<file path="src/rtl/vsc_pkg.sv">
// Shared types and constants for the vending session controller.
// The optional change-giving feature is selected with the VSC_CHANGE_EN macro
// in vending_session_ctrl; nothing in this package depends on it.
package vsc_pkg;

    typedef enum logic [1:0] {
        ST_IDLE     = 2'd0,
        ST_COLLECT  = 2'd1,
        ST_DISPENSE = 2'd2,
        ST_REFUND   = 2'd3
    } vsc_state_e;

    // Note codes reported by the acceptor
    localparam logic [1:0] NOTE_INVALID = 2'b00;
    localparam logic [1:0] NOTE_TWO     = 2'b01;
    localparam logic [1:0] NOTE_FIVE    = 2'b10;
    localparam logic [1:0] NOTE_TEN     = 2'b11;

    // Status encodings driven on SAIDA
    localparam logic [1:0] SAIDA_IDLE    = 2'b00;
    localparam logic [1:0] SAIDA_COLLECT = 2'b01;
    localparam logic [1:0] SAIDA_REFUND  = 2'b10;
    localparam logic [1:0] SAIDA_PAID    = 2'b11;

    // Credit value of a note code; an invalid note is worth nothing
    function automatic logic [4:0] note_value(input logic [1:0] code);
        note_value = 5'd0;
        case (code)
            NOTE_INVALID: note_value = 5'd0;
            NOTE_TWO:     note_value = 5'd2;
            NOTE_FIVE:    note_value = 5'd5;
            NOTE_TEN:     note_value = 5'd10;
            default:      note_value = 5'd0;
        endcase
    endfunction

endpackage

</file>
<file path="src/rtl/vsc_timeout_cnt.sv">
// Inactivity down-counter for the vending session controller.
// load presets TIMEOUT_CYC-1, enable counts down and holds at zero,
// zero flags that the count has run out.
module vsc_timeout_cnt #(
    parameter int TIMEOUT_CYC = 1000
) (
    input  logic clk,
    input  logic rst,
    input  logic load,
    input  logic enable,
    output logic zero
);

    localparam int W = $clog2(TIMEOUT_CYC);
    localparam logic [W-1:0] LOAD_VAL = W'(TIMEOUT_CYC - 1);

    logic [W-1:0] count_q;
    logic [W-1:0] count_d;

    // Next count: reload wins over decrement, and the count never wraps below zero
    always_comb begin
        count_d = count_q;
        if (load) begin
            count_d = LOAD_VAL;
        end else if (enable && (count_q != '0)) begin
            count_d = count_q - 1'b1;
        end
    end

    // Count register, cleared by reset
    always_ff @(posedge clk) begin
        if (rst) begin
            count_q <= '0;
        end else begin
            count_q <= count_d;
        end
    end

    assign zero = (count_q == '0);

endmodule

</file>
<file path="src/rtl/vending_session_ctrl.sv">
// Session controller for the note-payment datapath: latches the product price,
// accumulates credit from accepted notes, runs the inactivity timeout and drives
// dispense or refund toward the mechanism.
// Build option: define VSC_CHANGE_EN to dispense with change on overpayment;
// without it an overpayment refunds the whole credit and CHANGE stays 0.
module vending_session_ctrl
    import vsc_pkg::*;
#(
    parameter int PRICE0      = 2,
    parameter int PRICE1      = 4,
    parameter int PRICE2      = 6,
    parameter int PRICE3      = 8,
    parameter int TIMEOUT_CYC = 1000
) (
    input  logic       CLK,
    input  logic       RST,
    input  logic       START,
    input  logic [1:0] PRODUTO,
    input  logic       CANCEL,
    input  logic       NOTE_VALID,
    input  logic [1:0] CEDULA,
    output logic       NOTE_READY,
    input  logic       DONE_ACK,
    output logic       DISPENSE,
    output logic       REFUND,
    output logic [4:0] CHANGE,
    output logic [4:0] CREDIT,
    output logic       TIMER,
    output logic [1:0] SAIDA
);

    vsc_state_e state_q, state_d;
    logic [3:0] price_q, price_d;
    logic [4:0] credit_q, credit_d;
    logic [4:0] change_q, change_d;
    logic       dispense_q, dispense_d;
    logic       refund_q, refund_d;
    logic       timer_pulse_q, timer_pulse_d;
    logic       note_ready_q, note_ready_d;
    logic [1:0] saida_q, saida_d;

    logic       tmr_load;
    logic       tmr_enable;
    logic       tmr_zero;
    logic       xfer;
    logic [4:0] new_credit;
    logic [4:0] price_ext;

    function automatic logic [3:0] price_of(input logic [1:0] code);
        price_of = 4'(PRICE0);
        case (code)
            2'b00:   price_of = 4'(PRICE0);
            2'b01:   price_of = 4'(PRICE1);
            2'b10:   price_of = 4'(PRICE2);
            2'b11:   price_of = 4'(PRICE3);
            default: price_of = 4'(PRICE0);
        endcase
    endfunction

    vsc_timeout_cnt #(
        .TIMEOUT_CYC (TIMEOUT_CYC)
    ) u_timeout (
        .clk    (CLK),
        .rst    (RST),
        .load   (tmr_load),
        .enable (tmr_enable),
        .zero   (tmr_zero)
    );

    assign xfer       = NOTE_VALID && note_ready_q;
    assign new_credit = credit_q + note_value(CEDULA);
    assign price_ext  = {1'b0, price_q};

    // Session decisions: next state, credit/price/change updates and timer control
    always_comb begin
        state_d       = state_q;
        price_d       = price_q;
        credit_d      = credit_q;
        change_d      = change_q;
        timer_pulse_d = 1'b0;
        tmr_load      = 1'b0;
        tmr_enable    = 1'b0;
        case (state_q)
            ST_IDLE: begin
                if (START) begin
                    state_d  = ST_COLLECT;
                    price_d  = price_of(PRODUTO);
                    credit_d = 5'd0;
                    change_d = 5'd0;
                    tmr_load = 1'b1;
                end
            end
            ST_COLLECT: begin
                if (xfer) begin
                    credit_d = new_credit;
                    tmr_load = 1'b1;
                    if (new_credit >= price_ext) begin
`ifdef VSC_CHANGE_EN
                        state_d  = ST_DISPENSE;
                        change_d = new_credit - price_ext;
`else
                        state_d  = (new_credit == price_ext) ? ST_DISPENSE : ST_REFUND;
`endif
                    end else if (CANCEL) begin
                        state_d = (new_credit != 5'd0) ? ST_REFUND : ST_IDLE;
                    end
                end else if (CANCEL || tmr_zero) begin
                    timer_pulse_d = tmr_zero;
                    state_d       = (credit_q != 5'd0) ? ST_REFUND : ST_IDLE;
                end else begin
                    tmr_enable = 1'b1;
                end
            end
            ST_DISPENSE, ST_REFUND: begin
                if (DONE_ACK) begin
                    state_d  = ST_IDLE;
                    credit_d = 5'd0;
                    change_d = 5'd0;
                end
            end
            default: state_d = ST_IDLE;
        endcase
    end

    // Registered outputs follow the state being entered
    always_comb begin
        dispense_d   = (state_d == ST_DISPENSE);
        refund_d     = (state_d == ST_REFUND);
        note_ready_d = (state_d == ST_COLLECT);
        saida_d      = SAIDA_IDLE;
        case (state_d)
            ST_IDLE:     saida_d = SAIDA_IDLE;
            ST_COLLECT:  saida_d = SAIDA_COLLECT;
            ST_DISPENSE: saida_d = SAIDA_PAID;
            ST_REFUND:   saida_d = SAIDA_REFUND;
            default:     saida_d = SAIDA_IDLE;
        endcase
    end

    // State and output registers; reset abandons any session without refund
    always_ff @(posedge CLK) begin
        if (RST) begin
            state_q       <= ST_IDLE;
            price_q       <= 4'd0;
            credit_q      <= 5'd0;
            change_q      <= 5'd0;
            dispense_q    <= 1'b0;
            refund_q      <= 1'b0;
            timer_pulse_q <= 1'b0;
            note_ready_q  <= 1'b0;
            saida_q       <= SAIDA_IDLE;
        end else begin
            state_q       <= state_d;
            price_q       <= price_d;
            credit_q      <= credit_d;
            change_q      <= change_d;
            dispense_q    <= dispense_d;
            refund_q      <= refund_d;
            timer_pulse_q <= timer_pulse_d;
            note_ready_q  <= note_ready_d;
            saida_q       <= saida_d;
        end
    end

    assign NOTE_READY = note_ready_q;
    assign DISPENSE   = dispense_q;
    assign REFUND     = refund_q;
    assign CHANGE     = change_q;
    assign CREDIT     = credit_q;
    assign TIMER      = timer_pulse_q;
    assign SAIDA      = saida_q;

endmodule
</file>
<file path="config.mk">
export PLATFORM = sky130hd
export DESIGN_NAME = vending_session_ctrl
export DESIGN_NICKNAME = d
export VERILOG_FILES = /design/src/rtl/vsc_pkg.sv /design/src/rtl/vsc_timeout_cnt.sv /design/src/rtl/vending_session_ctrl.sv
export SDC_FILE = /design/constraint.sdc
export NUM_CORES = 1
export LEC_CHECK = 0
export CORE_MARGIN = 5
export CORE_UTILIZATION = 53
export DETAILED_ROUTE_END_ITERATION = 6
export GPL_TIMING_DRIVEN = 0
export PLACE_DENSITY = 0.79
export SLEW_MARGIN = 20
export SYNTH_ARGS = -nofsm -noshare
export SYNTH_HDL_FRONTEND = slang
export SYNTH_SLANG_ARGS = --single-unit
export TNS_END_PERCENT = 1
</file>
<file path="constraint.sdc">
create_clock -name CLK -period 4.7 [get_ports CLK]
set_clock_uncertainty 0.1 [all_clocks]
set_input_delay 0.705 -clock CLK [delete_from_list [all_inputs] [get_ports CLK]]
set_output_delay 0.705 -clock CLK [all_outputs]
set_load 0.1 [all_outputs]
</file>
Word-level counts from Yosys, hierarchy flattened --
Index checks and enable logic that the tools add are counted.
Storage, ports and cells: bits in registers 32, word-level logic and storage cells 77
Operators by class: $lt $le $gt $ge 1, bitwise logic cells 2, multiplexer cells 26, $add $sub $neg 2, reduce and logical (&&, ||, !) cells 19, eq/ne operators 16
Operators with widths (number):
- 10-bit two-way mux | 2
- 5-bit one-hot mux with 4 select lines | 1
- 2-bit == test (second input constant) | 8
- 2-bit two-way mux | 8
- 4-bit one-hot mux with 4 select lines | 1
- 5-bit two-way mux | 3
- 5-bit one-hot mux with 3 select lines | 1
- 10-bit logical NOT | 1
- 5-bit one-hot mux with 2 select lines | 1
- 10-bit nonzero test | 1
- 5-bit nonzero test | 2
- 10-bit by 1-bit subtractor with 10-bit output (second input constant) | 1
- 2-bit by 1-bit == test with 1-bit output (second input constant) | 4
- 2-bit logical NOT | 4
- 2-bit one-hot mux with 4 select lines | 1
- 1-bit two-way mux | 6
- 2-bit inequality test (second input constant) | 3
- 2-bit one-hot mux with 3 select lines | 1
- 3-bit AND reduction | 2
- 5-bit adder | 1
- 5-bit by 4-bit == test with 1-bit output | 1
- 5-bit by 4-bit >= comparator with 1-bit output | 1
- 2-bit nonzero test | 2
- 2-bit OR reduction | 2
- 6 further kinds | 8

Depth between registers and ports, before layout --
depth after elaboration 11, gate-level depth with buffers 14, gate-level depth less buffers 14

Hierarchy --
From an unflattened synthesis, not the netlist that was laid out.
Second synthesis, totals: cells, all modules 189, area total of the unflattened synthesis 1642.8 sq um
By module, submodules not included:
- vending_session_ctrl | seq. area each 320.3 sq um, times used 1, area an instance 1087.3 sq um, cells an instance 126
- vsc_timeout_cnt | seq. area each 200.2 sq um, times used 1, area an instance 555.5 sq um, cells an instance 63

Worst setup path after synthesis --
OpenSTA, ideal clock, no wires.
path kind register to register, start point register credit_q[0] (netlist: CREDIT[0]), end point register saida_q[1] (netlist: SAIDA[1]), path buffers 0, data required time 4.477 ns, arrival time 3.582 ns, library setup time 0.123 ns, cell stages (with the launch flop) 11, path slack 0.894 ns, path through dfxtp_1 > ha_1 > fa_1 > or4b_1 > a2111oi_2 > nor3_1 > o221ai_2 > o21ai_0 > ha_1 > nor2b_1 > or2_2
Between the ends: cells in the longest elaborated chain, start to end 9, elaborated cells between the ends (all ways) 18
Ends and longest elaborated chain:
- start, declared | RTL line vending_session_ctrl.sv:34 | logic [4:0] credit_q, credit_d;
- start signal, assigned | RTL line vending_session_ctrl.sv:155 | credit_q <= credit_d;
- branches (longest 5 deep; another with 5-bit adder)
- 2-bit two-way mux (*) | RTL line vending_session_ctrl.sv:94 | if (xfer) begin
- 2-bit one-hot mux with 3 select lines (*) | RTL line vending_session_ctrl.sv:83 | case (state_q)
- via state_d[0] | RTL line vending_session_ctrl.sv:32 | vsc_state_e state_q, state_d;
- 2-bit == test (*)
- via refund_d | RTL line vending_session_ctrl.sv:37 | logic refund_q, refund_d;
- 2-bit one-hot mux with 4 select lines (*) | RTL line vending_session_ctrl.sv:131 | case (state_d)
- end signal, assigned | RTL line vending_session_ctrl.sv:161 | saida_q <= saida_d;
- end, declared | RTL line vending_session_ctrl.sv:40 | logic [1:0] saida_q, saida_d;
Mark *: on every way through the listed nets, which the timed path passes. A chain may end at the register's enable or synchronous reset.

Final worst setup path --
start point input port CEDULA[1], end point register saida_q[1] (netlist: SAIDA[1])
Between the ends: cells in the longest elaborated chain, start to end 11, elaborated cells between the ends (all ways) 20
Ends and longest elaborated chain:
- start, declared | RTL line vending_session_ctrl.sv:21 | input logic [1:0] CEDULA,
- 2-bit == test (tied with other cells) | RTL line vsc_pkg.sv:28 | case (code)
- 5-bit one-hot mux with 4 select lines (*) | RTL line vsc_pkg.sv:28
- 5-bit adder (*) | RTL line vending_session_ctrl.sv:71 | assign new_credit = credit_q + note_value(CEDULA);
- branches (longest 3 deep; another with 5-bit by 4-bit >= comparator with 1-bit output)
- 2-bit two-way mux (*) | RTL line vending_session_ctrl.sv:97 | if (new_credit >= price_ext) begin
- 2-bit two-way mux (*) | RTL line vending_session_ctrl.sv:94
- 2-bit one-hot mux with 3 select lines (*) | RTL line vending_session_ctrl.sv:83
- via state_d[0] | RTL line vending_session_ctrl.sv:32
- 2-bit == test (*)
- via refund_d | RTL line vending_session_ctrl.sv:37
- 2-bit one-hot mux with 4 select lines (*) | RTL line vending_session_ctrl.sv:131
Mark *: on every way through the listed nets, which the timed path passes. The select of a mux whose other input is x is not followed.

==> metrics <==
Clock Latency Late Sink=0.33 ns; die area=4250 um2; synth unique cells=50; fin area=1910 um2; most frequent cell after synthesis=dfxtp_1; r2r endpoint=SAIDA[1]$_SDFF_PP0_; dpl cell area=1870 um2; Synth Flop Type=dfxtp_1; Post-Syn Instances=184; GRT Overall Usage=0.184; post-synth top area cell=dfxtp_1; placed insts=241; post-route insts no fill=245; Synth top area share=0.322; Clock Tree Buf Depth=2; initial drt markers=86; Post-Route WL=3.74 mm; beginning of the critical path=CEDULA[1]; Syn-to-layout area delta=18.1%; R2R Setup Slk=1.16 ns; vias in the first global route=1391; share of cells above drive strength 1=0.108; Via density=5.88; port bufs=20; DR WL/cell=15.2 um; routability cong.=0.837; Final period util=0.861; Worst setup endpoint=SAIDA[1]$_SDFF_PP0_; I/O pin total=26; Reg area=520 um2; Synth top cells by count=dfxtp_1 (26), a21oi_1 (17), ha_1 (15); Hold Vio Cnt, Final=0; Die Wd=65.2 um; Post-Syn Area per Cell=8.78 um2; CP Launch Type=input port; clock sink total=26; fillcell total=257; CTS root buffer=clkbuf_4; worst path cell trace=clkdlybuf4s50_1, nor2b_1, ha_1, fa_1, or4b_1, a2111oi_2, nor3_1, o221ai_2, o21ai_0, ha_1, nor2b_1, or2_2; PwrDens=302 nW/um2; total negative setup slack=0 ns; gr ovfl total=0; critical path data required time=4.84 ns; multi-input logic area=1010 um2; first-pass GRT wire length=6.13 mm; sequential share of the synthesized area=0.322; Critical Path End Type=flop; CTS tree=done; CP Max Fanout=4; Max Fclk=247 MHz; antenna cells=0; Final Max Slew Viols=0; Setup Fix Bufs, Post-CTS=0; worst r2r path cells=13; EDFF count, synth=0; initial core utilization=0.542; DRC=0; #FFs+latches synth=26; crit-path max cell delay=0.54 ns; CP Data Arrival Time=4.19 ns; vias=1440; Relative slew margins=0.346; CP max-delay cell=or4b_1; post-layout minimum cycle time=4.05 ns; H-tree levels=1; status=finished clean; worst hold path class=flop to flop; cts hold-fix bufs=0; largest net degree at the start of global routing=15; nets@finish=239; dpl hpwl=2.94 mm; LEAKAGE=0.776 nW; Async S/R FF share, synth=0; Setup WS post-layout=0.652 ns; Place WS=0.339 ns; number of synthesis warnings=0; Least-Margin Pin Slew=0.978 ns; final setup fails=0; Synth area leaders=dfxtp_1 (32%), ha_1 (12%), a21oi_1 (5.3%); clk slew on worst S/H paths=0.14 ns; die height=65.2 um; drt pass-1 iters=4; RSZ-0062 raised after global routing=no; row count=20; peak supply drop=120 uV; kind of critical path=input port to flop; maxcap violations=0; Core ar.=2980 um2; Inserted Clock Buffers=3; CTS resizes=0; Reg2Reg Launch Point=CREDIT[1]$_SDFFE_PP0P_; Routed Antenna Nets=0; Hold Startpoint=price_q[3]$_SDFFE_PP0P_; antenna violations before repair=0; Cell Area, Synth=1620 um2
critical path, delay by kind of cell:
family	cells	cell delay [ns]
and+or+nand+nor	5	1.25
AOI/OAI and AO/OA	3	0.77
buffers and inverters	1	0.47
adders and majority gates	3	0.97
report_power, final:
group	switching [mW]	leakage, nW	internal [mW]	total (mW)
logic	0.133	0.542	0.0681	0.201
registers	0.0184	0.213	0.239	0.258
clock network	0.0704	0.0210	0.0475	0.118
metal layers:
metal / global-route usage / wire length (um) / up-vias
li1: - / - / 704
met1: 0.210 / 1580 / 676
met2: 0.334 / 1890 / 52
met3: 0.0359 / 202 / 8
met4: 0.0751 / 66 / 0
met5: 0 / 0 / -
cells by family after synthesis:
family,after synthesis,synth area share
other,1,0.00232
and+or+nand+nor,68,0.246
adders and majority gates,16,0.129
buffers and inverters,19,0.0627
AOI/OAI and AO/OA,42,0.168
DFF,26,0.322
xor gates and xnor gates,12,0.0697
layout by cell type (no fill, tap or decap), types with 3 or more instances in the layout:
master | Yosys | final
nor2_1 | 12 | 12
conb_1 | 1 | 5
ha_1 | 15 | 15
clkbuf_4 | 2 | 5
xor2_1 | 9 | 9
clkdlybuf4s50_1 | 0 | 20
dfxtp_1 | 26 | 26
nor3_1 | 8 | 8
a22oi_1 | 4 | 4
o21ai_0 | 7 | 7
nand4_1 | 5 | 5
nand2_1 | 9 | 9
nand3_1 | 8 | 8
a21oi_1 | 17 | 17
buf_4 | 6 | 6
inv_1 | 7 | 7
nor2b_1 | 7 | 7
clkbuf_1 | 3 | 3
per-stage QoR:
step,utilization,power (mW),hold slack [ns]
after floorplan,-,0.413,0.354
after global placement,0.629,0.451,0.367
after detailed placement,0.629,0.461,0.369
after CTS,0.641,0.576,0.388
after global routing,0.641,0.605,0.421
final,0.641,0.576,0.387
registers in the layout, indices dropped and copies added, names as in the netlist:
register / cells
REFUND: 1
price_q: 3
NOTE_READY: 1
SAIDA: 2
u_timeout.count_q: 10
state_q: 2
DISPENSE: 1
CREDIT: 5
TIMER: 1
worst min path at each step:
stage	depth (start not counted)	endpoint	slack, ns
after floorplan	2	price_q[2]$_SDFFE_PP0P_	0.35
after global placement	2	price_q[3]$_SDFFE_PP0P_	0.37
after detailed placement	2	price_q[2]$_SDFFE_PP0P_	0.37
after CTS	2	price_q[2]$_SDFFE_PP0P_	0.39
after global routing	2	price_q[3]$_SDFFE_PP0P_	0.42
final	2	price_q[3]$_SDFFE_PP0P_	0.39
area by class of cell:
cell class | instances | area share
inverter | 8 | 0.0157
multi-input combinational | 143 | 0.529
sequential | 26 | 0.273
tap | 33 | 0.0216
buffer | 11 | 0.0374
clock buffer | 4 | 0.0190
timing repair buffer | 20 | 0.105
No activity file was read; power rests on OpenSTA's default activity.
